<file path="config.mk">
export PLATFORM = sky130hd
export DESIGN_NAME = expr_gen
export DESIGN_NICKNAME = d
export VERILOG_FILES = /design/src/rtl/expr_gen.sv
export SDC_FILE = /design/constraint.sdc
export NUM_CORES = 1
export LEC_CHECK = 0
export BUFFER_PORTS_ARGS = -buffer_cell sky130_fd_sc_hd__buf_2
export CAP_MARGIN = 20
export CORE_ASPECT_RATIO = 1.75
export CORE_UTILIZATION = 48
export CTS_CLUSTER_SIZE = 28
export DETAILED_ROUTE_END_ITERATION = 16
export PLACE_DENSITY = 0.75
export SYNTH_ARGS = -nofsm -noshare
export SYNTH_HDL_FRONTEND = slang
export SYNTH_SLANG_ARGS = --single-unit
</file>
<file path="constraint.sdc">
create_clock -name clk -period 2.3 [get_ports clk]
set_input_delay 0 -clock clk [delete_from_list [all_inputs] [get_ports clk]]
set_output_delay 0 -clock clk [all_outputs]
set_load 0.005 [all_outputs]
</file>
<file path="src/rtl/expr_gen.sv">
// -----------------------------------------------------------------------------
// expr_gen
// Stream source for the expression recogniser. A loaded list of single-digit
// operands and '+'/'*' operators is serialised as ASCII text of the form
// digit (op digit)*, one character per valid/ready transfer. Operand values
// of 10..15 are emitted as '#' so negative cases can be generated on purpose.
//
// Ports
//   clk       rising-edge clock
//   clr       synchronous active-high reset (aborts any stream in progress)
//   start     load request, accepted only while busy == 0
//   n_terms   operand count for the expression (clamped to MAX_TERMS)
//   digits    operand i in digits[4i+3:4i], operand 0 emitted first
//   ops       op i sits between operand i and i+1: 0 = '+', 1 = '*'
//   ch        ASCII character presented to the consumer
//   ch_valid  ch holds a character to transfer
//   ch_ready  consumer accepts; a transfer is ch_valid & ch_ready
//   busy      expression in progress, start is ignored
//   done      one-cycle pulse in the cycle after the final transfer
// -----------------------------------------------------------------------------
module expr_gen #(
  parameter int MAX_TERMS = 8,
  parameter int CNT_W     = 4
) (
  input  logic                   clk,
  input  logic                   clr,
  input  logic                   start,
  input  logic [CNT_W-1:0]       n_terms,
  input  logic [4*MAX_TERMS-1:0] digits,
  input  logic [MAX_TERMS-2:0]   ops,
  output logic [7:0]             ch,
  output logic                   ch_valid,
  input  logic                   ch_ready,
  output logic                   busy,
  output logic                   done
);

  localparam int IDX_W = (MAX_TERMS > 1) ? $clog2(MAX_TERMS) : 1;

  typedef enum logic [1:0] {
    S_IDLE  = 2'd0,
    S_DIGIT = 2'd1,
    S_OP    = 2'd2,
    S_FIN   = 2'd3
  } state_t;

  // Operand value to ASCII; out-of-range values become '#'.
  function automatic logic [7:0] digit_char(input logic [3:0] d);
    logic [7:0] c;
    if (d <= 4'd9) begin
      c = 8'h30 + {4'h0, d};
    end else begin
      c = 8'h23;
    end
    return c;
  endfunction

  // Operator bit to ASCII: 0 -> '+', 1 -> '*'.
  function automatic logic [7:0] op_char(input logic op);
    return op ? 8'h2A : 8'h2B;
  endfunction

  // Control state (reset)
  state_t             state_q, state_d;
  logic               ch_valid_q, ch_valid_d;
  logic               busy_q, busy_d;
  logic               done_q, done_d;
  logic [7:0]         ch_q, ch_d;

  // Captured expression (data, not reset)
  logic [IDX_W-1:0]       idx_q, idx_d;
  logic [IDX_W-1:0]       last_q, last_d;
  logic [4*MAX_TERMS-1:0] digits_q, digits_d;
  logic [MAX_TERMS-1:0]   ops_q, ops_d;

  logic                   xfer;
  logic [IDX_W-1:0]       nxt_idx;
  logic [CNT_W-1:0]       terms_clamp;

  assign xfer    = ch_valid_q & ch_ready;
  assign nxt_idx = idx_q + 1'b1;

  always_comb begin
    if (n_terms > CNT_W'(MAX_TERMS)) begin
      terms_clamp = CNT_W'(MAX_TERMS);
    end else begin
      terms_clamp = n_terms;
    end
  end

  always_comb begin
    state_d    = state_q;
    ch_d       = ch_q;
    ch_valid_d = ch_valid_q;
    busy_d     = busy_q;
    done_d     = 1'b0;
    idx_d      = idx_q;
    last_d     = last_q;
    digits_d   = digits_q;
    ops_d      = ops_q;

    case (state_q)
      S_IDLE: begin
        if (start) begin
          digits_d = digits;
          // Top bit pads the operator list so it can be indexed like digits.
          ops_d    = {1'b0, ops};
          idx_d    = '0;
          busy_d   = 1'b1;
          if (n_terms == '0) begin
            // Empty expression: no characters, straight to the done pulse.
            state_d    = S_FIN;
            ch_valid_d = 1'b0;
            done_d     = 1'b1;
          end else begin
            state_d    = S_DIGIT;
            last_d     = IDX_W'(terms_clamp - 1'b1);
            ch_d       = digit_char(digits[3:0]);
            ch_valid_d = 1'b1;
          end
        end
      end

      S_DIGIT: begin
        if (xfer) begin
          if (idx_q == last_q) begin
            state_d    = S_FIN;
            ch_valid_d = 1'b0;
            done_d     = 1'b1;
          end else begin
            state_d = S_OP;
            ch_d    = op_char(ops_q[idx_q]);
          end
        end
      end

      S_OP: begin
        if (xfer) begin
          state_d = S_DIGIT;
          idx_d   = nxt_idx;
          ch_d    = digit_char(digits_q[{nxt_idx, 2'b00} +: 4]);
        end
      end

      S_FIN: begin
        // start is ignored here because busy is still high this cycle.
        state_d = S_IDLE;
        busy_d  = 1'b0;
      end

      default: begin
        state_d    = S_IDLE;
        ch_valid_d = 1'b0;
        busy_d     = 1'b0;
      end
    endcase
  end

  // Register stage: control state is reset, captured data is not.
  always_ff @(posedge clk) begin
    if (clr) begin
      state_q    <= S_IDLE;
      ch_q       <= 8'h00;
      ch_valid_q <= 1'b0;
      busy_q     <= 1'b0;
      done_q     <= 1'b0;
    end else begin
      state_q    <= state_d;
      ch_q       <= ch_d;
      ch_valid_q <= ch_valid_d;
      busy_q     <= busy_d;
      done_q     <= done_d;
    end
    idx_q    <= idx_d;
    last_q   <= last_d;
    digits_q <= digits_d;
    ops_q    <= ops_d;
  end

  assign ch       = ch_q;
  assign ch_valid = ch_valid_q;
  assign busy     = busy_q;
  assign done     = done_q;

endmodule
</file>
==> key figures <==
Timing
  – Setup ws final: 0.153 ns
  – Slew @ Worst Pin: ~0.49 ns
  – Endpoints failing setup: 0
  – FMAX: 466 MHz
  – Hold Violations, Final: 0
  – Final setup TNS: 0 ns
  – Relative slew slack: about two thirds
  – Pins Over Slew Limit: 0
  – Unrepaired setup endpoints after global routing: false
  – Tmin final: 2.15 ns
  – Final period utilization: approximately 93%
  – Setup Skew: 0.00776 ns

Worst setup path
  – Slowest CP cell: mux4_2
  – CP top delay family: multiplexers
  – Worst setup EP type: flip-flop
  – Crit path launch type: flip-flop
  – CP max stage delay: ~0.5 ns
  – Req. time, crit path: 2.49 ns
  – Critical-path maximum fanout: 18
  – Critical path class: reg -> reg
  – Number of buffers and inverters on the critical path: 1
  – Worst Path Arrival: roughly 2.3 ns
  – Cell Chain, Critical Path: ha_1 > buf_12 > mux2i_1 > mux4_2 > a21o_1 > a211oi_1 > nor3_1

Clock network
  – CTS tree: built
  – Post-CTS setup repair buffer count: 0
  – CTS root buffer: clkbuf_8
  – Max H-tree Level: 2
  – CTS clock-pin slew for the worst setup and hold paths: approximately 0.10 ns
  – Worst-case clock buffer depth: 2
  – Clk_lat worst skew: a little over 0.3 ns
  – Inserted Clock Buffers: 5
  – CTS sink cnt: 56

Synth
  – FFs w/ async S/R, synth: 0%
  – Seq/Total Area, Yosys: 62.0%
  – Yosys warns: 0
  – Post-Syn Instances: 185
  – Synth cell types: between 40 and 50
  – Post-synth EDFFs: 45
  – Synthesized area: between 2000 and 3000 um^2
  – Yosys reg bits: 56
  – Post-Syn Area per Cell: ~14 um^2
  – Post-synth top flop: edfxtp_1

Floorplan
  – Core area: between 5000 and 6000 um^2
  – Die area: 5590 um^2
  – Vert. Die Dim: between 90 and 100 um
  – Die W: around 57 um
  – Initial Util: approximately 50%
  – Row count: 34
  – # IOs: between 50 and 60

Placement
  – # placed instances: between 200 and 300
  – Setup WS pre-CTS: between 0.15 and 0.2 ns
  – Placer Congestion: 0.746
  – DPL Wire Length: 3080 um
  – Buffers on Ports: 55

Finish
  – Layout cell share with drive strength beyond 1: around 28%
  – Synthesis-to-finish area growth: 33.2%
  – Most common cell after layout, fill and taps aside: buf_2
  – Area of the multi-input gates: 870 um^2
  – Nets: 338
  – Final Instance Count excl. Fillers: between 300 and 400
  – FF/Latch Area: about 1600 um^2
  – Ant diodes: 0
  – Most frequent cells in the layout: buf_2 (55), edfxtp_1 (45), dlygate4sd3_1 (40)
  – Layout filler cell count: slightly below 400

Routing
  – DRT Wirelength: approximately 4900 um
  – WL/cell: about 14 um
  – DRC: 2
  – Drt first pass iters: 10
  – Antenna-violating nets left: 0
  – DR vias: around 1,800
  – DR iter-0 viols: 28
  – Vias/cell: 5.15

Power and ir drop
  – VDD IR max: 0.552 mV
  – Leakage power figure: around 1.4 nW
  – Power per cell area: between 1000 and 1500 nW/um^2

Run
  – Max-cap viol count: 0

GRT
  – Largest net degree at the start of global routing: just over 40
  – Total track usage: roughly a fifth
  – First-pass GRT wire length: around 8000 um
  – Antenna violations before repair: 0
  – Vias in the first global route: ~1,800
  – Grt ovf: 0

Min path
  – Worst hold path class: in -> reg

Outcome
  – Failing checks: design-rule violations
  – Outcome: complete, but fails checks
-- cell usage after synthesis (all sizes together), types with 2 or more instances --
cell    count  area share (%)
edfxtp     45              53
nor3        4            0.79
nor2       17             2.5
nor3b       3            0.89
o31a        2            0.69
mux2        2            0.89
nand2       6            0.89
nand2b      6             1.5
mux2i      16             6.3
a221oi      2            0.69
inv         7             1.0
buf         6             2.2
and2        2            0.54
xnor2       4             1.4
a211oi      4             1.2
mux4        4             3.6
nand3       4            0.79
a21oi       7             1.4
clkbuf      4            0.59
ha          6             3.0
dfxtp      11             8.7
o21ai       4            0.79
-- cells by family after synthesis --
kind of cell	after synthesis	synth area share [%]
DFF	56	62.0
and+or+nand+nor	51	10.7
AOI/OAI and AO/OA	27	7.60
muxes	22	10.8
buffers and inverters	17	3.85
adders and majority gates	6	2.96
xor gates and xnor gates	5	2.02
other	1	0.148
-- power breakdown --
group | leakage, nW | switching [mW] | internal [mW]
Sequential | 0.519 | 0.105 | 1.40
Combinational | 0.806 | 0.845 | 0.831
Clock | 0.0378 | 0.307 | 0.211
-- sequential cells by signal, summed over array words and instances, names as in the netlist --
name and count:
digits_q 32, ops_q 7, ch 6, idx_q 3, last_q 3, state_q 2
busy 1, ch_valid 1, done 1
-- metal layers --
layer  GRT usage [%]  routed length, um  up-vias
met5               0                  0        -
met1            19.8               1790      818
li1                -                  -      885
met2            36.9               2850       43
met4            7.32                 73        0
met3            3.05                141        5
-- layout make-up --
cell class | instances | share of cell area (%)
inverters | 7 | 0.778
multi-input cells | 113 | 25.8
repair buffers | 102 | 22.3
flip-flops and latches | 56 | 46.6
clock buffers | 5 | 2.04
well taps | 54 | 2.00
clock inverters | 3 | 0.556
-- through the flow --
stage	hold slack, ns	power (mW)	area (um^2)	util (%)
floorplan	0.0989	2.80	2540	-
global placement	0.177	3.11	2890	57.5
detailed placement	0.178	3.16	2890	57.5
CTS	0.00581	3.73	3380	67.2
global route	0.0375	3.94	3380	67.2
finish	0.00823	3.70	3380	67.2
-- worst paths after layout --
check / end / start / slack, ns / depth (start not counted)
hold / removal: busy$_SDFFE_PP0P_ / clr / 0.008 / 2
setup / recovery: ch[3]$_SDFFE_PP0P_ / idx_q[0]$_SDFFCE_PN0P_ / 0.15 / 7
setup reg to reg: ch[3]$_SDFFE_PP0P_ / idx_q[0]$_SDFFCE_PN0P_ / 0.15 / 7
hold reg to reg: busy$_SDFFE_PP0P_ / busy$_SDFFE_PP0P_ / 0.49 / 2
-- what timing repair did --
item / CTS / global route
endpoints found under the setup margin: 0 / 0
endpoints found under the hold margin: 40 / 0
hold buffers: 40 / 0
resized for setup: 0 / 0
-- worst register-to-register path, cell delays in order (launching register included) --
cell and delay (ns):
edfxtp_1 0.40, ha_1 0.34, buf_12 0.17, mux2i_1 0.14, mux4_2 0.50, a21o_1 0.21, a211oi_1 0.20, nor3_1 0.07
Note: power is estimated with default switching activity, not from simulation.
